## config.mk

```make
export PLATFORM = sky130hd
export DESIGN_NAME = bootrom_fetch_bridge_flat
export DESIGN_NICKNAME = d
export VERILOG_FILES = /design/src/rtl/bootrom_fetch_bridge_if.sv /design/src/rtl/bootrom_fetch_bridge.sv /design/src/flat_wrapper.sv
export SDC_FILE = /design/constraint.sdc
export NUM_CORES = 1
export LEC_CHECK = 0
export BUFFER_PORTS_ARGS = -buffer_cell sky130_fd_sc_hd__buf_2
export CAP_MARGIN = 20
export CORE_ASPECT_RATIO = 1.1
export CORE_MARGIN = 2
export CORE_UTILIZATION = 54
export CTS_CLUSTER_DIAMETER = 80
export DETAILED_ROUTE_END_ITERATION = 10
export GPL_TIMING_DRIVEN = 1
export PLACE_DENSITY = 0.89
export SLEW_MARGIN = 20
export SYNTH_ARGS = -nofsm -noshare
export SYNTH_HDL_FRONTEND = slang
export SYNTH_SLANG_ARGS = --single-unit
```

## constraint.sdc

```tcl
create_clock -name clk -period 2.4 [get_ports clk]
set_input_delay 0.12 -clock clk [delete_from_list [all_inputs] [get_ports clk]]
set_output_delay 0.12 -clock clk [all_outputs]
set_load 0.02 [all_outputs]
```

## src/rtl/bootrom_fetch_bridge_if.sv

```systemverilog
// Bundle of the fetch/load request-response handshake and the boot ROM port.
// The master side is the SoC (requester plus ROM macro); the slave side is the bridge.
interface bootrom_fetch_bridge_if #(
  parameter int XLEN   = 32,
  parameter int ROM_AW = 10
);
  logic              req_valid;
  logic              req_ready;
  logic [XLEN-1:0]   req_addr;
  logic              rsp_valid;
  logic              rsp_ready;
  logic [XLEN-1:0]   rsp_data;
  logic              rsp_err;
  logic              rom_ce;
  logic [ROM_AW-1:0] rom_addr;
  logic [XLEN-1:0]   rom_dout;

  modport master (
    output req_valid, req_addr, rsp_ready, rom_dout,
    input  req_ready, rsp_valid, rsp_data, rsp_err, rom_ce, rom_addr
  );

  modport slave (
    input  req_valid, req_addr, rsp_ready, rom_dout,
    output req_ready, rsp_valid, rsp_data, rsp_err, rom_ce, rom_addr
  );
endinterface

```

## src/rtl/bootrom_fetch_bridge.sv

```systemverilog
// Boot ROM fetch bridge: decodes the ROM window, launches 1-cycle-latency ROM
// reads, and returns in-order responses (data or access fault) through a
// 3-entry FIFO. At most 3 requests are outstanding, so the FIFO cannot overflow.
module bootrom_fetch_bridge #(
  parameter int              XLEN   = 32,
  parameter logic [XLEN-1:0] BASE   = 32'h8000_0000,
  parameter logic [XLEN-1:0] RANGE  = 32'h0000_1000,
  parameter int              ROM_AW = 10
) (
  input  logic                 clk,
  input  logic                 rst,
  bootrom_fetch_bridge_if.slave bus
);

  localparam int DEPTH = 3;

  // Decode: one extra bit keeps addresses below BASE from wrapping into the window.
  logic [XLEN:0]     addr_ext;
  logic [XLEN:0]     offset;
  logic              hit;
  logic [ROM_AW-1:0] word_addr;

  logic              req_ready_int;
  logic              rsp_valid_int;
  logic              accept;
  logic              pop;
  logic              rom_ce_int;

  logic [1:0]        o_reg;
  logic [1:0]        cnt_reg;
  logic [1:0]        wr_ptr_reg;
  logic [1:0]        rd_ptr_reg;
  logic              inf_v_reg;
  logic              inf_err_reg;
  logic [ROM_AW-1:0] rom_addr_reg;

  logic              fifo_wr;
  logic [XLEN-1:0]   fifo_wdata;
  logic [XLEN-1:0]   head_data;
  logic              head_err;

  function automatic logic [1:0] ptr_inc(input logic [1:0] p);
    return (p == 2'd2) ? 2'd0 : p + 2'd1;
  endfunction

  // Window decode and byte-to-word address conversion.
  always_comb begin
    addr_ext  = {1'b0, bus.req_addr};
    offset    = addr_ext - {1'b0, BASE};
    hit       = (addr_ext >= {1'b0, BASE}) &&
                (offset < {1'b0, RANGE}) &&
                (bus.req_addr[1:0] == 2'b00);
    word_addr = offset[ROM_AW+1:2];
  end

  // Handshake qualifiers; req_ready depends only on registered state and rst.
  always_comb begin
    req_ready_int = !rst && (o_reg != 2'd3);
    rsp_valid_int = !rst && (cnt_reg != 2'd0);
    accept        = bus.req_valid && req_ready_int;
    pop           = rsp_valid_int && bus.rsp_ready;
    rom_ce_int    = accept && hit;
    fifo_wr       = inf_v_reg;
    fifo_wdata    = inf_err_reg ? '0 : bus.rom_dout;
  end

  // Outstanding-request counter: accept adds, pop removes, both together cancel.
  always_ff @(posedge clk) begin
    if (rst) begin
      o_reg <= 2'd0;
    end else begin
      case ({accept, pop})
        2'b10:   o_reg <= o_reg + 2'd1;
        2'b01:   o_reg <= o_reg - 2'd1;
        default: o_reg <= o_reg;
      endcase
    end
  end

  // In-flight stage: remembers whether the request launched last cycle was a fault.
  always_ff @(posedge clk) begin
    if (rst) begin
      inf_v_reg   <= 1'b0;
      inf_err_reg <= 1'b0;
    end else begin
      inf_v_reg   <= accept;
      inf_err_reg <= !hit;
    end
  end

  // ROM address holds its last launched value between hits.
  always_ff @(posedge clk) begin
    if (rst) begin
      rom_addr_reg <= '0;
    end else if (rom_ce_int) begin
      rom_addr_reg <= word_addr;
    end
  end

  // FIFO pointers and occupancy; write and pop in one cycle are both honoured.
  always_ff @(posedge clk) begin
    if (rst) begin
      wr_ptr_reg <= 2'd0;
      rd_ptr_reg <= 2'd0;
      cnt_reg    <= 2'd0;
    end else begin
      if (fifo_wr) wr_ptr_reg <= ptr_inc(wr_ptr_reg);
      if (pop)     rd_ptr_reg <= ptr_inc(rd_ptr_reg);
      case ({fifo_wr, pop})
        2'b10:   cnt_reg <= cnt_reg + 2'd1;
        2'b01:   cnt_reg <= cnt_reg - 2'd1;
        default: cnt_reg <= cnt_reg;
      endcase
    end
  end

  // FIFO storage, one register pair per entry.
  for (genvar gi = 0; gi < DEPTH; gi++) begin : g_ent
    logic [XLEN-1:0] data_reg;
    logic            err_reg;

    // Capture the in-flight response when this entry is the write target.
    always_ff @(posedge clk) begin
      if (rst) begin
        data_reg <= '0;
        err_reg  <= 1'b0;
      end else if (fifo_wr && (wr_ptr_reg == 2'(gi))) begin
        data_reg <= fifo_wdata;
        err_reg  <= inf_err_reg;
      end
    end
  end

  // Head-of-FIFO select.
  always_comb begin
    head_data = '0;
    head_err  = 1'b0;
    case (rd_ptr_reg)
      2'd0: begin head_data = g_ent[0].data_reg; head_err = g_ent[0].err_reg; end
      2'd1: begin head_data = g_ent[1].data_reg; head_err = g_ent[1].err_reg; end
      2'd2: begin head_data = g_ent[2].data_reg; head_err = g_ent[2].err_reg; end
      default: begin head_data = '0; head_err = 1'b0; end
    endcase
  end

  assign bus.req_ready = req_ready_int;
  assign bus.rsp_valid = rsp_valid_int;
  assign bus.rsp_data  = rsp_valid_int ? head_data : '0;
  assign bus.rsp_err   = rsp_valid_int && head_err;
  assign bus.rom_ce    = rom_ce_int;
  assign bus.rom_addr  = rst ? '0 : (rom_ce_int ? word_addr : rom_addr_reg);

endmodule
```

## src/flat_wrapper.sv

```systemverilog
// flat-port wrapper written by rule: the top's interface ports become plain ports
module bootrom_fetch_bridge_flat 
#(
  parameter int              XLEN   = 32,
  parameter logic [XLEN-1:0] BASE   = 32'h8000_0000,
  parameter logic [XLEN-1:0] RANGE  = 32'h0000_1000,
  parameter int              ROM_AW = 10
)
  (clk, rst, bus_req_valid, bus_req_addr, bus_rsp_ready, bus_rom_dout, bus_req_ready, bus_rsp_valid, bus_rsp_data, bus_rsp_err, bus_rom_ce, bus_rom_addr);
  bootrom_fetch_bridge_if #(.XLEN(XLEN), .ROM_AW(ROM_AW)) bus_i ();
  input  logic clk;
  input  logic rst;
  input wire logic [$bits(bus_i.req_valid)-1:0] bus_req_valid;
  input wire logic [$bits(bus_i.req_addr)-1:0] bus_req_addr;
  input wire logic [$bits(bus_i.rsp_ready)-1:0] bus_rsp_ready;
  input wire logic [$bits(bus_i.rom_dout)-1:0] bus_rom_dout;
  output wire logic [$bits(bus_i.req_ready)-1:0] bus_req_ready;
  output wire logic [$bits(bus_i.rsp_valid)-1:0] bus_rsp_valid;
  output wire logic [$bits(bus_i.rsp_data)-1:0] bus_rsp_data;
  output wire logic [$bits(bus_i.rsp_err)-1:0] bus_rsp_err;
  output wire logic [$bits(bus_i.rom_ce)-1:0] bus_rom_ce;
  output wire logic [$bits(bus_i.rom_addr)-1:0] bus_rom_addr;
  assign bus_i.req_valid = bus_req_valid;
  assign bus_i.req_addr = bus_req_addr;
  assign bus_i.rsp_ready = bus_rsp_ready;
  assign bus_i.rom_dout = bus_rom_dout;
  assign bus_req_ready = bus_i.req_ready;
  assign bus_rsp_valid = bus_i.rsp_valid;
  assign bus_rsp_data = bus_i.rsp_data;
  assign bus_rsp_err = bus_i.rsp_err;
  assign bus_rom_ce = bus_i.rom_ce;
  assign bus_rom_addr = bus_i.rom_addr;
  bootrom_fetch_bridge #(.XLEN(XLEN), .BASE(BASE), .RANGE(RANGE), .ROM_AW(ROM_AW)) u_core (.clk(clk), .rst(rst), .bus(bus_i));
endmodule
```

==> run metrics <==
status finished clean; IO Port Bufs 113; crit path capture type output port; most common cell in the synthesized netlist nand2_1; Tcrit/Tclk final 0.910; H-tree Lvls 4; Vias 5,235; Syn-to-layout area delta 27.3%; slew at the pin closest to its max-slew limit about 0.7 ns; Die Width about 100 µm; gr usage total 0.256; Seq cells post-synth around 120; Tot Pwr approximately 4.8 mW; EDFF count, synth 0; IO Count 114; Synthesized Nets 789; minimum clock period 2.18 ns; area leader, netlist dfxtp_1; Hold Fails Final Rpt 0; yosys warns 0; Setup Crit Path Kind flip-flop to output port; largest net degree at the start of global routing 64; Critical Path AT 2.06 ns; Pleak approximately 2.6 nW; Worst Hold Depth 4; reg2reg start u_core.o_reg[0]$_SDFFE_PP0P_; Worst-path clk slew ~0.06 ns; CP max FO 23; share of layout cells above drive strength 1 0.198; Worst R2R End u_core.o_reg[1]$_SDFFE_PP0P_; post-synth cell types 28; Fin Clk Skew 0.0106 ns; Nets roughly 910; Slew Limit Fails 0; Max Cap Viol 0; max FFs per register 96; beginning of the worst hold path bus_rom_dout[16]; setup violators final 0; Main synth FF type dfxtp_1; Residual DRC 0; initial antenna violation count 0; FMAX 458 MHz; initial cell density of the core 0.546; Final Core Density 0.695; Setup TNS 0 ns; sequential area share after synthesis 0.448; wire per inst 14.0 µm; FF-to-FF setup slack around 0.65 ns; cells taking the most area after synthesis dfxtp_1 45%, nand2_1 15%, a21oi_1 14%; Final WS setup 0.216 ns; Worst Setup Start Kind flip-flop; dpl ws 0.402 ns; global placer's final weighted congestion 0.817; syn avg cell area 7.40 µm²; end of the worst hold path u_core.g_ent[2].data_reg[16]$_SDFFE_PP0P_; top cell type's share of synthesized area 0.448; Peak VDD IR 0.617 mV; global-route wire length before repair 22,200 µm; std cell rows 38; FFs w/ async S/R, synth 0; initial DRC count 200; GR Overflow Total 0; WHS 0.0172 ns; CTS buffer count 17; Reg2Reg Depth 6; RSZ-0062 raised after global routing false; Inserted Diodes 0; Core ar. 9750 µm²; clk sinks between 100 and 150; antenna violation net count after detailed routing 0; worst-skew pair later-pin latency between 0.5 and 0.6 ns; pwr/cell area 713 nW/µm²; post-DP HPWL 8130 µm; CTS tree built; Post-synth top cells 207 x nand2_1, 148 x a21oi_1, 119 x dfxtp_1; vias in the first global route 4,878; Detailed Route WL 13,500 µm; Mapped Cells 719; Req. time, crit path ~2.3 ns; worst min-delay path category primary input to flip-flop; clock buffer depth 2; DRT Pass-1 Iters 5; full die area 10,700 µm²; via density per instance 5.40; Mapped Area 5320 µm²; Die Y 108 µm; relative slew slack 0.527; Root Buffer clkbuf_8
## layer usage
layer  GRT usage  wire length (µm)  vias up
met2       0.444              6570      198
met4       0.109               235        0
met3      0.0472               929       17
met1       0.311              5790     2411
li1            -                 -     2609
met5           0                 0        -
## per-stage QoR
step / instance area [µm²] / cells
global route: 6770 / 969
global placement: 5930 / 911
floorplan: 5320 / 719
detailed placement: 5930 / 911
finish: 6770 / 969
CTS: 6760 / 968
## cell usage in the layout, fill, tap and decap left out, types with 2 or more instances in the layout
master	netlist	routed
nand2_1	207	207
a21oi_1	148	148
dfxtp_1	119	118
buf_2	21	112
nor2_1	69	67
mux2i_1	33	33
nor2b_1	34	33
dlygate4sd3_1	0	25
clkbuf_16	0	16
buf_4	5	14
nand4_1	12	12
o21ai_0	12	12
clkbuf_8	0	5
nor4_1	4	4
or3_1	4	4
inv_1	3	3
clkinv_2	0	3
clkinvlp_4	0	3
and2_1	2	2
o22a_1	2	2
nor2_2	0	2
or2_1	2	2
xor2_1	2	2
xnor2_1	2	2
ha_1	2	2
clkinv_4	0	2
buf_12	0	2
## worst max-delay path: stages, from the launching register on
cell     delay (ns)
dfxtp_4        0.54
buf_6          0.33
mux2i_1        0.24
nor2_1         0.06
a21oi_1        0.15
nor2_1         0.05
buf_2          0.17
## final cells by class
| cell class | count | area, µm² |
|---|---|---|
| Sequential cell | 119 | 2390 |
| Inverter | 4 | 15.0 |
| Clock buffer | 22 | 473 |
| Timing Repair Buffer | 154 | 967 |
| Multi-Input combinational cell | 540 | 2690 |
| Clock inverter | 10 | 93.8 |
| Fill cell | 779 | 2980 |
| Tap cell | 120 | 150 |
## logic make-up (layout without fill, tap and decap cells)
group                      Yosys count  after routing  share of synthesized area
and+or+nand+nor                    338            338                      0.271
adders and majority gates            2              2                    0.00470
AOI/OAI and AO/OA                  163            163                      0.156
buffers and inverters               60            190                     0.0522
xor gates and xnor gates             4              4                    0.00659
DFF                                119            119                      0.448
muxes                               33             33                     0.0621
## worst max-delay path by stage
stage | startpoint | endpoint | slack, ns | cells after the start
floorplan | u_core.o_reg[0]$_SDFFE_PP0P_ | u_core.o_reg[1]$_SDFFE_PP0P_ | 0.39 | 7
global placement | u_core.rd_ptr_reg[0]$_SDFFE_PP0P_ | bus_rsp_data[22] | 0.43 | 5
detailed placement | u_core.rd_ptr_reg[0]$_SDFFE_PP0P_ | bus_rsp_data[26] | 0.40 | 5
CTS | u_core.rd_ptr_reg[0]$_SDFFE_PP0P_ | bus_rsp_data[2] | 0.09 | 6
global route | u_core.rd_ptr_reg[0]$_SDFFE_PP0P_ | bus_rsp_data[0] | 0.08 | 6
finish | u_core.rd_ptr_reg[0]$_SDFFE_PP0P_ | bus_rsp_data[2] | 0.22 | 6
## what timing repair did
| item | 4_1_cts | 5_1_grt |
|---|---|---|
| hold buffers | 25 | 0 |
| pin swaps | 0 | 1 |
| gates resized for setup | 2 | 1 |
| hold endpoints to repair | 37 | 0 |
| setup buffers | 0 | 1 |
| setup endpoints to repair | 20 | 14 |
## power breakdown
part	internal [mW]	switching [mW]	total [mW]
Combinational	0.171	0.233	0.404
Sequential	2.01	0.0384	2.05
Clock	1.48	0.886	2.37
Note: power is estimated with default switching activity, not from simulation.
